`src/rtl/sat_add_arbiter.sv`:
```
// sat_add_arbiter
//   Round-robin arbiter that shares one N-bit saturating two's-complement
//   adder among R requesters. Results go into a single registered slot that
//   is tagged with the winning requester's ID. The slot uses a valid/ready
//   handshake on the consumer side.
//   Optional feature: define SAT_ADD_STATS_EN to add the 16-bit ov_count
//   port. It counts accepted results that saturated, and it saturates at 16'hFFFF.
module sat_add_arbiter #(
    parameter int N   = 4,
    parameter int R   = 4,
    parameter int IDW = (R > 1) ? $clog2(R) : 1
) (
    input  logic             clk,
    input  logic             rst_n,
    input  logic [R-1:0]     req_valid,
    output logic [R-1:0]     req_ready,
    input  logic [R*N-1:0]   req_op1,
    input  logic [R*N-1:0]   req_op2,
    output logic             res_valid,
    input  logic             res_ready,
    output logic [N-1:0]     res_data,
    output logic [IDW-1:0]   res_id,
    output logic             res_ov,
`ifdef SAT_ADD_STATS_EN
    output logic [15:0]      ov_count,
`endif
    output logic             busy
);

    typedef enum logic {EMPTY = 1'b0, FULL = 1'b1} slot_t;

    slot_t                 state_q, state_d;
    logic [IDW-1:0]        ptr_q, ptr_d;
    logic signed [N-1:0]   res_data_q;
    logic [IDW-1:0]        res_id_q;
    logic                  res_ov_q;

    logic                  acc_en;
    logic                  any_valid;
    logic                  accept;
    logic [R-1:0]          rv_rot;
    logic [IDW-1:0]        gnt_off;
    logic [IDW-1:0]        gnt;
    logic [IDW:0]          gnt_sum;
    logic [IDW:0]          ptr_inc;
    logic signed [N-1:0]   op_a;
    logic signed [N-1:0]   op_b;
    logic signed [N-1:0]   sat_sum;
    logic                  sat_ov;

    // N-bit add with carry discarded; clamp to MIN/MAX on signed overflow.
    // Returns {ov, result}.
    function automatic logic [N:0] sat_add(input logic signed [N-1:0] a,
                                           input logic signed [N-1:0] b);
        logic signed [N-1:0] s;
        logic                ov;
        s  = a + b;
        ov = (a[N-1] == b[N-1]) && (s[N-1] != a[N-1]);
        if (ov) begin
            s = a[N-1] ? {1'b1, {(N-1){1'b0}}} : {1'b0, {(N-1){1'b1}}};
        end
        return {ov, s};
    endfunction

    assign res_valid = (state_q == FULL);
    assign busy      = res_valid;
    assign acc_en    = !res_valid || res_ready;
    assign any_valid = |req_valid;
    assign accept    = acc_en && any_valid;
    assign res_data  = res_data_q;
    assign res_id    = res_id_q;
    assign res_ov    = res_ov_q;

    // Round-robin grant: rotate the requests so ptr sits at bit 0, take the
    // lowest set bit, then map the offset back to an absolute index (mod R).
    always_comb begin
        rv_rot  = (req_valid >> ptr_q) | (req_valid << (R - int'(ptr_q)));
        gnt_off = '0;
        for (int k = R - 1; k >= 0; k--) begin
            if (rv_rot[k]) gnt_off = IDW'(k);
        end
        gnt_sum = {1'b0, ptr_q} + {1'b0, gnt_off};
        gnt     = (gnt_sum >= (IDW+1)'(R)) ? IDW'(gnt_sum - (IDW+1)'(R))
                                           : gnt_sum[IDW-1:0];
        ptr_inc = {1'b0, gnt} + (IDW+1)'(1);
        ptr_d   = ptr_q;
        if (accept) ptr_d = (ptr_inc >= (IDW+1)'(R)) ? '0 : ptr_inc[IDW-1:0];
        req_ready = '0;
        if (accept) req_ready[gnt] = 1'b1;
    end

    // Select the granted requester's operands and feed the shared adder.
    always_comb begin
        op_a = '0;
        op_b = '0;
        for (int k = 0; k < R; k++) begin
            if (gnt == IDW'(k)) begin
                op_a = req_op1[k*N +: N];
                op_b = req_op2[k*N +: N];
            end
        end
        {sat_ov, sat_sum} = sat_add(op_a, op_b);
    end

    // Slot next state: fill on accept, drain only when nothing new arrives.
    always_comb begin
        state_d = state_q;
        case (state_q)
            EMPTY:   if (accept) state_d = FULL;
            FULL:    if (!accept && res_ready) state_d = EMPTY;
            default: state_d = EMPTY;
        endcase
    end

    // Slot state, round-robin pointer and the held result.
    always_ff @(posedge clk or negedge rst_n) begin
        if (!rst_n) begin
            state_q    <= EMPTY;
            ptr_q      <= '0;
            res_data_q <= '0;
            res_id_q   <= '0;
            res_ov_q   <= 1'b0;
        end else begin
            state_q <= state_d;
            ptr_q   <= ptr_d;
            if (accept) begin
                res_data_q <= sat_sum;
                res_id_q   <= gnt;
                res_ov_q   <= sat_ov;
            end
        end
    end

`ifdef SAT_ADD_STATS_EN
    logic [15:0] ov_cnt_q;

    // Count accepted saturating results. The count sticks at all-ones.
    always_ff @(posedge clk or negedge rst_n) begin
        if (!rst_n) begin
            ov_cnt_q <= '0;
        end else if (accept && sat_ov && (ov_cnt_q != 16'hFFFF)) begin
            ov_cnt_q <= ov_cnt_q + 16'd1;
        end
    end

    assign ov_count = ov_cnt_q;
`endif

endmodule

```
`config.mk`:
```
export PLATFORM = sky130hd
export DESIGN_NAME = sat_add_arbiter
export DESIGN_NICKNAME = d
export VERILOG_FILES = /design/src/rtl/sat_add_arbiter.sv
export SDC_FILE = /design/constraint.sdc
export NUM_CORES = 1
export LEC_CHECK = 0
export BUFFER_PORTS_ARGS = -buffer_cell sky130_fd_sc_hd__buf_2
export CORE_ASPECT_RATIO = 0.6
export CORE_UTILIZATION = 25
export CTS_BUF_LIST = sky130_fd_sc_hd__clkbuf_8 sky130_fd_sc_hd__clkbuf_16
export CTS_CLUSTER_SIZE = 12
export DETAILED_ROUTE_END_ITERATION = 16
export PLACE_DENSITY_LB_ADDON = 0.2
export SYNTH_ARGS = -nofsm -noshare
export SYNTH_HDL_FRONTEND = slang
export SYNTH_SLANG_ARGS = --single-unit
```
`constraint.sdc`:
```
create_clock -name clk -period 5.9 [get_ports clk]
set_clock_uncertainty 0.15 [all_clocks]
set_input_delay 0 -clock clk [delete_from_list [all_inputs] [get_ports clk]]
set_output_delay 0 -clock clk [all_outputs]
set_load 0.02 [all_outputs]
```
Yosys cells after proc, flatten, opt, wreduce, memory -nomap -nowiden
Index checks and enable logic that the tools add are counted.
{"block": "word_totals", "out_inout_bits": 13, "in_bits": 39, "word_cells": 54, "ff_bits": 10}
{"block": "classes", "reduce_logical": 9, "eq_ne": 5, "n_shift": 2, "muxes": 22, "magnitude_cmp": 4, "bitwise": 2, "n_addsub": 5}
{"op": "4-bit 2-to-1 mux", "n": 11}
{"op": "4-bit by 32-bit left shift with 4-bit output", "n": 1}
{"op": "2-bit 2-to-1 mux", "n": 6}
{"op": "3-bit greater-or-equal comparator (second input constant)", "n": 2}
{"op": "4-bit adder", "n": 1}
{"op": "2-bit == test (second input constant)", "n": 2}
{"op": "1-bit logical AND", "n": 4}
{"op": "4-bit bitwise OR", "n": 1}
{"op": "4-bit OR reduction", "n": 1}
{"op": "4-bit by 2-bit >> shifter with 4-bit output", "n": 1}
{"op": "3-bit by 2-bit subtractor with 4-bit output (first input constant)", "n": 1}
{"op": "2-bit by 1-bit adder with 3-bit output (second input constant)", "n": 1}
{"op": "2-bit by 2-bit adder with 3-bit output", "n": 1}
{"op": "2-bit by 3-bit < comparator with 1-bit output (second input constant)", "n": 1}
{"op": "1-bit 2-to-1 mux", "n": 3}
{"op": "1-bit demux with 2-bit select", "n": 1}
{"op": "2-bit by 1-bit == test with 1-bit output (second input constant)", "n": 1}
{"op": "2-bit by 1-bit greater-or-equal comparator with 1-bit output (second input constant)", "n": 1}
{"op": "1-bit logical NOT", "n": 2}
{"op": "2-bit logical NOT", "n": 1}
{"op": "1-bit case mux with 2 select lines", "n": 1}
{"op": "2-bit by 1-bit subtractor with 2-bit output (second input constant)", "n": 1}
{"op": "1-bit == test", "n": 1}
{"op": "1-bit logical OR", "n": 1}
{"op": "other kinds (2)", "n": 2}

Depth between registers and ports, before layout
Gate-level depths: netlist of run 1.
{"block": "depth", "ltp_word": 19, "depth_mapped": 23, "depth_no_buf": 22}

Least setup slack after synthesis of run 1
Ideal clock, no wire load.
{"block": "synth_path", "path_kind": "register to register", "from": "register ptr_q[1]", "to": "register res_data_q[2] (netlist: res_data[2])", "t_arrival_ns": 4.187, "n_path_buf": 1, "t_required_ns": 5.655, "period_less_slack_ns": 4.432, "slack_ns": 1.468, "setup_ns": 0.095, "stages_incl_launch_ff": 24, "cell_sequence": "dfrtp_1 > buf_2 > inv_1 > ha_1 > nor2_1 > a32oi_1 > nand2_1 > nand2b_1 > a21boi_0 > ha_1 > xor2_1 > xnor2_1 > ha_1 > nor2b_1 > a22oi_1 > nor2_1 > a21oi_1 > o21ai_0 > ha_1 > inv_1 > fa_1 > xnor2_1 > a21boi_0 > o31ai_1"}
{"block": "synth_between", "elab_chain_cells": 19, "elab_cells_between_ends": 30, "classes_between": "4 x add/sub; 1 x order compare; 5 x eq/ne; 2 x shift; 15 x mux; 1 x bitwise; 2 x reduce/logical"}
{"item": "start: declaration", "line_no": "33", "source": "logic [IDW-1:0] ptr_q, ptr_d;"}
{"item": "start signal: assignment", "line_no": "125", "source": "ptr_q <= ptr_d;"}
{"item": "3-bit by 2-bit subtractor with 4-bit output", "line_no": "77", "source": "rv_rot = (req_valid >> ptr_q) | (req_valid << (R - int'(ptr_q)));"}
{"item": "4-bit by 32-bit left shift with 4-bit output", "line_no": "77"}
{"item": "4-bit bitwise OR", "line_no": "77"}
{"item": "2-bit 2-to-1 mux (4 in series)", "line_no": "80", "source": "if (rv_rot[k]) gnt_off = IDW'(k);"}
{"item": "2-bit by 2-bit adder with 3-bit output *", "line_no": "82", "source": "gnt_sum = {1'b0, ptr_q} + {1'b0, gnt_off};"}
{"item": "3-bit greater-or-equal comparator / 2-bit by 1-bit subtractor with 2-bit output (equally long branches)", "line_no": "83", "source": "gnt = (gnt_sum >= (IDW+1)'(R)) ? IDW'(gnt_sum - (IDW+1)'(R))"}
{"item": "2-bit 2-to-1 mux *", "line_no": "83"}
{"item": "2-bit logical NOT", "line_no": "97", "source": "if (gnt == IDW'(k)) begin"}
{"item": "4-bit 2-to-1 mux (4 in series)", "line_no": "97"}
{"item": "4-bit adder", "line_no": "57", "source": "s = a + b;"}
{"item": "1-bit != test", "line_no": "58", "source": "ov = (a[N-1] == b[N-1]) && (s[N-1] != a[N-1]);"}
{"item": "1-bit logical AND", "line_no": "58"}
{"item": "4-bit 2-to-1 mux *", "line_no": "59", "source": "if (ov) begin"}
{"item": "end signal: assignment", "line_no": "127", "source": "res_data_q <= sat_sum;"}
{"item": "end: declaration", "line_no": "34", "source": "logic signed [N-1:0] res_data_q;"}
Mark *: on every way between the ends. The rest lies on a longest branch, timed or not.
A chain may end at the register's enable or synchronous reset.

Final worst setup path of run 1
{"block": "layout_path", "from": "register ptr_q[0]", "to": "register res_data_q[2] (netlist: res_data[2])"}
The elaborated chain is that of the path after synthesis.

==> impl_metrics.env, run 1 <==
export IMPL_required_ns=5.89
export IMPL_yosysWarnings=0
export IMPL_dpl_cell_area_mm2=0.001444
export IMPL_maxCapViolations=0
export IMPL_synth_common_cells="21 x nand2_1, 13 x o21ai_0, 11 x nor2_1"
export IMPL_tritoncts_num_buffers=3
export IMPL_drive_above_1_share_pct=31.79
export IMPL_slew_headroom_pct=49.84
export IMPL_insertion_delay_ns=0.23
export IMPL_grt_pass1_wl_mm=4.629
export IMPL_cts_tree="yes"
export IMPL_place_congestion=0.7739
export IMPL_drt_initial_drc_count=51
export IMPL_gr_total_overflow=0
export IMPL_clk_pin_slew_ns=0.04
export IMPL_ys_seq_area_share_pct=21.53
export IMPL_crit_buf_inv=2
export IMPL_drv_slew=0
export IMPL_drtAntennaViolNets=0
export IMPL_finalHoldViolCount=0
export IMPL_area_growth_pct=30.35
export IMPL_critical_path_cell_chain="inv_1 > ha_1 > nor2_1 > a32oi_1 > nand2_1 > nand2b_1 > a21boi_0 > ha_1 > xor2_1 > xnor2_1 > ha_1 > nor2b_1 > a22oi_1 > nor2_1 > a21oi_1 > o21ai_0 > ha_1 > inv_1 > fa_1 > xnor2_1 > a21boi_0 > o31ai_1"
export IMPL_worst_pin_slew_ns=0.7524
export IMPL_grt_pass1_vias=936
export IMPL_multi_input_area_um2=829.5
export IMPL_syn_num_nets=195
export IMPL_vias=1162
export IMPL_synth_top_area_share_pct=21.53
export IMPL_syn_cell_area_mm2=0.001162
export IMPL_ioPinCount=52
export IMPL_fill_cells=467
export IMPL_dr_pass1_iters=4
export IMPL_synth_edf_count=0
export IMPL_status="complete, no violations"
export IMPL_worst_path_most_repeated_cell="ha_1"
export IMPL_synth_area_leader_cell="dfrtp_1"
export IMPL_yosysMostFrequentCell="nand2_1"
export IMPL_synthCells=146
export IMPL_post_drt_wl_per_cell_um=11.69
export IMPL_seqCellArea_um2=250.2
export IMPL_cpMaxStageDelayCell="dfrtp_1"
export IMPL_finalInstanceArea_mm2=0.001515
export IMPL_endpoint_kind="flip-flop"
export IMPL_layout_nets=246
export IMPL_drc_errors=0
export IMPL_path_delay_family="adder cells"
export IMPL_syn_area_per_cell_um2=7.961
export IMPL_clock_sinks=10
export IMPL_root_buffer="clkbuf_8"
export IMPL_htreeDepth=1
export IMPL_floorplan_initialDensity_pct=27.16
export IMPL_grt_max_degree=20
export IMPL_cts_hold_buf=3
export IMPL_die_w_um=90.03
export IMPL_tns_ns=0
export IMPL_routed_wl_mm=2.981
export IMPL_cp_start_kind="flip-flop"
export IMPL_async_flop_share_pct=100.0
export IMPL_min_period_ns=5.238
export IMPL_clock_path_buffers=2
export IMPL_synth_distinct_cells=40
export IMPL_rsz0062_at_grt="no"
export IMPL_ys_seq_elements=10
export IMPL_die_h_um=54.82
export IMPL_crit_type="flip-flop to flip-flop"
export IMPL_cts_setup_buffers=0
export IMPL_max_freq_mhz=190.9
export IMPL_period_share_pct=88.77
export IMPL_hold_class="input pin to asynchronous set/reset pin"
export IMPL_setup_violations=0
export IMPL_hpwl_mm=2.515
export IMPL_synthFlopType="dfrtp_1"
export IMPL_cpPeakStageDelay_ns=0.59
export IMPL_diodes=0
export IMPL_die_area_mm2=0.004935
export IMPL_worstPathArrival_ns=5.23
export IMPL_via_per_inst=4.557
export IMPL_cts_resized=0
export IMPL_core_mm2=0.004279
export IMPL_port_buffers=51
export IMPL_crit_path_max_fanout=12
export IMPL_antenna_found_initial=0
export IMPL_rows=18
export IMPL_grtUsageTotal_pct=12.14
export IMPL_synthTopCellsByArea="dfrtp_1 22%, ha_1 9.7%, nand2_1 6.8%"
-- worst register-to-register path, stage by stage, from the launching register on --
cell      delay [ns]
dfrtp_1         0.59
inv_1           0.09
ha_1            0.36
nor2_1          0.25
a32oi_1         0.14
nand2_1         0.15
nand2b_1        0.07
a21boi_0        0.18
ha_1            0.18
xor2_1          0.40
xnor2_1         0.18
ha_1            0.35
nor2b_1         0.38
a22oi_1         0.12
nor2_1          0.14
a21oi_1         0.08
o21ai_0         0.20
ha_1            0.21
inv_1           0.06
fa_1            0.37
xnor2_1         0.20
a21boi_0        0.12
o31ai_1         0.19
-- stage by stage --
stage	instances	util (%)	hold WS [ns]	setup slack, ns
finish	255	35.41	0.004337	0.6624
global route	255	35.41	0.05011	0.06421
CTS	255	35.41	0.01557	0.6493
detailed placement	249	33.74	-0.2788	0.6647
global placement	249	33.74	-0.2788	0.7516
floorplan	146	-	-0.4456	1.468
-- placed cells by master (no fill, tap or decap), drive strengths merged, types with 2 or more instances in the layout --
cell type,count
ha,9
o31ai,3
buf,51
dfrtp,10
xor2,2
and2,4
a221oi,3
and2b,2
mux2,2
a21boi,4
mux2i,4
dlygate4sd3,3
o21ai,13
nor3,2
clkbuf,3
a21oi,10
o211ai,2
nor2b,4
nand2,21
nand3b,2
inv,9
a21o,4
a22oi,4
nor2,11
xnor2,2
-- path summary, 6_finish.rpt --
check	startpoint	endpoint	slack [ns]	cells after the start
min in group clk	req_op2[12]	res_data[0]	0.20	6
hold / removal	rst_n	busy	0.004	2
max in group asynchronous	rst_n	res_id[0]	5.41	2
hold reg to reg	res_data[1]	res_data[1]	0.32	2
setup reg to reg	ptr_q[0]	res_data[2]	0.66	22
setup / recovery	ptr_q[0]	res_data[2]	0.66	22
-- per-layer routing --
| layer | global-route usage, % | wire length [µm] | up-vias |
|---|---|---|---|
| li1 | - | - | 616 |
| met1 | 19.51 | 1745 | 514 |
| met2 | 14.63 | 1101 | 28 |
| met3 | 3.194 | 116 | 4 |
| met4 | 3.226 | 18 | 0 |
| met5 | 0 | 0 | - |
-- cell type report --
type	count	share of cell area (%)
clock buffer	3	2.725
inverter	9	2.230
multi-input combinational	119	54.75
sequential	10	16.52
tap	60	4.955
timing repair buffer	54	18.83
-- sequential cells by signal (all words and copies together) (netlist names) --
register	count
res_data	4
res_id	2
busy	1
res_ov	1
ptr_q	2
-- cells by family (layout without fill, tap and decap cells) --
logic type / after synthesis / after routing / synth area share (%)
XOR/XNOR: 4 / 4 / 3.661
flip-flops: 10 / 10 / 21.53
multiplexers: 6 / 6 / 6.028
buffers and inverters: 17 / 66 / 7.104
AND/OR/NAND/NOR: 50 / 50 / 20.34
AO/OA/AOI/OAI: 49 / 49 / 29.93
adder cells (fa/ha/maj): 10 / 10 / 11.41
Power of run 1 is not shown: default switching activity piles up to over one toggle a cycle in this logic, so the estimate is an artifact.
==> inputs of run 2 (changes only) <==
==> constraint.sdc (replaced) <==
create_clock -name clk -period 5.5 [get_ports clk]
set_clock_uncertainty 0.15 [all_clocks]
set_input_delay 0 -clock clk [delete_from_list [all_inputs] [get_ports clk]]
set_output_delay 0 -clock clk [all_outputs]
set_load 0.02 [all_outputs]
==> impl_metrics.env, run 2 (synthesis gave the netlist of run 1 again) <==
export IMPL_drtAntennaViolNets=0
export IMPL_drv_slew=0
export IMPL_grt_max_degree=20
export IMPL_cp_start_kind="flip-flop"
export IMPL_drc_errors=0
export IMPL_place_congestion=0.7427
export IMPL_finalHoldViolCount=0
export IMPL_antenna_found_initial=0
export IMPL_die_w_um=90.03
export IMPL_ioPinCount=52
export IMPL_grt_pass1_vias=900
export IMPL_hpwl_mm=2.564
export IMPL_clk_pin_slew_ns=0.05
export IMPL_core_mm2=0.004279
export IMPL_hold_class="input pin to asynchronous set/reset pin"
export IMPL_clock_path_buffers=2
export IMPL_maxCapViolations=0
export IMPL_htreeDepth=1
export IMPL_tns_ns=0
export IMPL_grtUsageTotal_pct=12.27
export IMPL_worstPathArrival_ns=4.92
export IMPL_post_drt_wl_per_cell_um=12.03
export IMPL_insertion_delay_ns=0.23
export IMPL_root_buffer="clkbuf_8"
export IMPL_cts_tree="yes"
export IMPL_final_cell_mix="51 x buf_2, 21 x nand2_1, 13 x o21ai_0"
export IMPL_clock_sinks=10
export IMPL_required_ns=5.45
export IMPL_diodes=0
export IMPL_wl_met1_mm=1.829
export IMPL_floorplan_initialDensity_pct=27.16
export IMPL_area_growth_pct=34.01
export IMPL_via_per_inst=4.500
export IMPL_dr_pass1_iters=4
export IMPL_min_period_ns=4.969
export IMPL_crit_path_max_fanout=8
export IMPL_die_h_um=54.82
export IMPL_routed_wl_mm=3.105
export IMPL_die_area_mm2=0.004935
export IMPL_rsz0062_at_grt="no"
export IMPL_drive_above_1_share_pct=34.34
export IMPL_wl_met3_um=129
export IMPL_dr_max_layer_used="met4"
export IMPL_port_buffers=51
export IMPL_rows=18
export IMPL_slew_headroom_pct=51.27
export IMPL_setup_violations=0
export IMPL_status="complete, no violations"
export IMPL_final_common_cell="buf_2"
export IMPL_dr_wl_met2_mm=1.136
export IMPL_largest_register_ffs=4
export IMPL_vias=1161
export IMPL_gr_total_overflow=0
export IMPL_drt_initial_drc_count=35
export IMPL_max_freq_mhz=201.2
export IMPL_crit_type="flip-flop to flip-flop"
export IMPL_layout_nets=248
export IMPL_period_share_pct=90.35
export IMPL_endpoint_kind="flip-flop"
export IMPL_tritoncts_num_buffers=3
export IMPL_grt_pass1_wl_mm=4.595
export IMPL_worst_pin_slew_ns=0.7310
==> run 2: layout make-up <==
type,instances,area (µm²)
clock buffer,4,55.05
fill,467,2721
inverter,9,33.78
multi-input combinational,119,843.3
sequential,10,250.2
tap,60,75.07
timing repair buffer,56,300.3
==> run 2: stage by stage <==
step	utilization (%)	cells	hold slack, ns	worst slack [ns]	area [µm²]
6_report	36.40	258	0.007060	0.5307	1558
5_1_grt	36.40	258	0.03351	0.01914	1558
4_1_cts	36.08	258	0.01782	0.5147	1544
3_5_place_dp	34.09	251	-0.2769	0.5384	1459
3_3_place_gp	34.09	251	-0.2789	0.5606	1459
2_1_floorplan	-	146	-0.4456	1.068	1162
==> run 2: repair_timing <==
item | in CTS | in global routing
endpoints found under the hold margin | 11 | 0
setup buffers | 0 | 0
hold buffers | 3 | 0
gates resized for setup | 0 | 3
endpoints found under the setup margin | 0 | 3
==> run 2: path summary, 6_finish.rpt <==
| path | startpoint | to | slack [ns] | cells past startpoint |
|---|---|---|---|---|
| max | ptr_q[1] | res_data[2] | 0.53 | 21 |
| min | rst_n | busy | 0.007 | 2 |
| max reg2reg | ptr_q[1] | res_data[2] | 0.53 | 21 |
| min reg2reg | res_ov | res_ov | 0.32 | 2 |
| max in group asynchronous | rst_n | ptr_q[0] | 5.00 | 2 |
| min in group clk | req_valid[0] | res_id[1] | 0.18 | 5 |
==> run 2: layer usage <==
| metal | GRT usage, % | vias to the layer above |
|---|---|---|
| met1 | 20.69 | 511 |
| met4 | 2.419 | 0 |
| met3 | 3.333 | 2 |
| li1 | - | 624 |
| met5 | 0 | - |
| met2 | 13.61 | 24 |
==> run 2: worst max-delay path, stage by stage (launching register included) <==
cell and delay (ns):
dfrtp_1 0.57, inv_1 0.11, ha_1 0.34, nor2_1 0.25, a32oi_1 0.14, nand2_1 0.13
nand2b_1 0.06, a21boi_0 0.18, ha_1 0.21, xor2_2 0.27, xnor2_1 0.15, ha_1 0.24
nor2b_2 0.20, a221oi_1 0.37, nor3_1 0.08, a21o_1 0.19, ha_1 0.26, a21o_1 0.18
a21oi_1 0.24, nand3_1 0.18, a21boi_0 0.23, o31ai_1 0.08
Power of run 2 is left out for the same reason.
==> inputs of run 3 (changes only) <==
--- a/config.mk
+++ b/config.mk
@@ -12,6 +12,7 @@
 export CTS_CLUSTER_SIZE = 12
 export DETAILED_ROUTE_END_ITERATION = 16
 export PLACE_DENSITY_LB_ADDON = 0.2
+export RECOVER_POWER = 100
 export SYNTH_ARGS = -nofsm -noshare
 export SYNTH_HDL_FRONTEND = slang
 export SYNTH_SLANG_ARGS = --single-unit
==> impl_metrics.env, run 3 (synthesis gave the netlist of run 1 again) <==
export IMPL_routed_wl_mm=3.103
export IMPL_final_cell_mix="39 x buf_2, 21 x nand2_1, 13 x o21ai_0"
export IMPL_rows=18
export IMPL_endpoint_kind="flip-flop"
export IMPL_root_buffer="clkbuf_8"
export IMPL_seqCellArea_um2=250.2
export IMPL_diodes=0
export IMPL_crit_path_max_fanout=8
export IMPL_wl_met3_um=130
export IMPL_multi_input_area_um2=843.3
export IMPL_clock_path_buffers=2
export IMPL_die_w_um=90.03
export IMPL_drv_slew=0
export IMPL_drive_above_1_share_pct=28.28
export IMPL_via_per_inst=4.496
export IMPL_hold_class="input pin to asynchronous set/reset pin"
export IMPL_dr_max_layer_used="met4"
export IMPL_grtUsageTotal_pct=12.27
export IMPL_min_period_ns=4.970
export IMPL_worst_path_most_repeated_cell="ha_1"
export IMPL_cts_tree="yes"
export IMPL_area_growth_pct=32.72
export IMPL_worstRegToRegCells=21
export IMPL_drc_errors=0
export IMPL_reg2reg_to="res_data[2]"
export IMPL_rsz0062_at_grt="no"
export IMPL_port_buffers=51
export IMPL_die_h_um=54.82
export IMPL_cp_start_kind="flip-flop"
export IMPL_core_mm2=0.004279
export IMPL_cpMaxStageDelayCell="dfrtp_1"
export IMPL_r2r_start="ptr_q[1]"
export IMPL_dr_pass1_iters=4
export IMPL_hpwl_mm=2.564
export IMPL_place_congestion=0.7427
export IMPL_grt_max_degree=20
export IMPL_reg2reg_slack_ns=0.53
export IMPL_drt_initial_drc_count=37
export IMPL_vias=1160
export IMPL_setup_violations=0
export IMPL_status="complete, no violations"
export IMPL_finalHoldViolCount=0
export IMPL_post_drt_wl_per_cell_um=12.03
export IMPL_die_area_mm2=0.004935
export IMPL_largest_register_ffs=4
export IMPL_tritoncts_num_buffers=3
export IMPL_layout_nets=248
export IMPL_worst_pin_slew_ns=0.7315
export IMPL_critical_path_cell_chain="inv_1 > ha_1 > nor2_1 > a32oi_1 > nand2_1 > nand2b_1 > a21boi_0 > ha_1 > xor2_2 > xnor2_1 > ha_1 > nor2b_2 > a221oi_1 > nor3_1 > a21o_1 > ha_1 > a21o_1 > a21oi_1 > nand3_1 > a21boi_0 > o31ai_1"
export IMPL_drtAntennaViolNets=0
export IMPL_gr_total_overflow=0
export IMPL_tns_ns=0
export IMPL_clk_pin_slew_ns=0.05
export IMPL_floorplan_initialDensity_pct=27.16
export IMPL_fill_cells=472
export IMPL_maxCapViolations=0
export IMPL_period_share_pct=90.36
export IMPL_crit_type="flip-flop to flip-flop"
export IMPL_htreeDepth=1
export IMPL_max_freq_mhz=201.2
export IMPL_cpPeakStageDelay_ns=0.57
export IMPL_wl_met1_mm=1.836
export IMPL_cts_setup_buffers=0
export IMPL_ioPinCount=52
export IMPL_final_common_cell="buf_2"
export IMPL_insertion_delay_ns=0.23
export IMPL_antenna_found_initial=0
export IMPL_dr_wl_met2_mm=1.126
export IMPL_clock_sinks=10
export IMPL_grt_pass1_vias=900
export IMPL_grt_pass1_wl_mm=4.595
export IMPL_slew_headroom_pct=51.23
export IMPL_required_ns=5.45
export IMPL_worstPathArrival_ns=4.92
==> run 3: what timing repair did <==
item	4_1_cts	5_1_grt
setup endpoints to repair	0	3
hold buffers	3	0
endpoints found under the hold margin	11	0
resized for setup	0	3
==> run 3: worst max-delay path by stage <==
stage	depth (start not counted)	endpoint	slack (ns)	startpoint
floorplan	23	res_data[2]	1.07	ptr_q[1]
global placement	21	res_data[1]	0.56	ptr_q[1]
detailed placement	21	res_data[2]	0.54	ptr_q[1]
CTS	22	res_data[2]	0.51	ptr_q[1]
global route	21	res_data[1]	0.02	ptr_q[1]
finish	21	res_data[2]	0.53	ptr_q[1]
==> run 3: metrics by stage <==
step	area [µm²]	setup WS [ns]	hold slack [ns]	util, %	std cells
6_report	1543	0.5304	0.1142	36.05	258
5_1_grt	1543	0.01909	0.1692	36.05	258
4_1_cts	1544	0.5147	0.01782	36.08	258
3_3_place_gp	1459	0.5606	-0.2789	34.09	251
2_1_floorplan	1162	1.068	-0.4456	-	146
3_5_place_dp	1459	0.5384	-0.2769	34.09	251
==> run 3: area by class of cell <==
cell class,count,area share (%)
well taps,60,4.866
flip-flops and latches,10,16.22
repair buffers,56,18.49
multi-input cells,119,54.66
inverters,9,2.190
clock buffers,4,3.569
==> run 3: per-layer routing <==
layer | global-route usage, % | vias to the layer above
met1 | 20.69 | 510
met2 | 13.61 | 24
li1 | - | 624
met3 | 3.333 | 2
met4 | 2.419 | 0
met5 | 0 | -
==> run 3: critical path, delay by kind of cell, from the launching register on <==
kind | cells | cell delay, ns
buf+inv | 1 | 0.11
flops | 1 | 0.57
fa+ha+maj | 4 | 1.05
compound gates | 8 | 1.62
xor+xnor | 2 | 0.42
simple gates | 6 | 0.90
Power of run 3 is left out for the same reason.
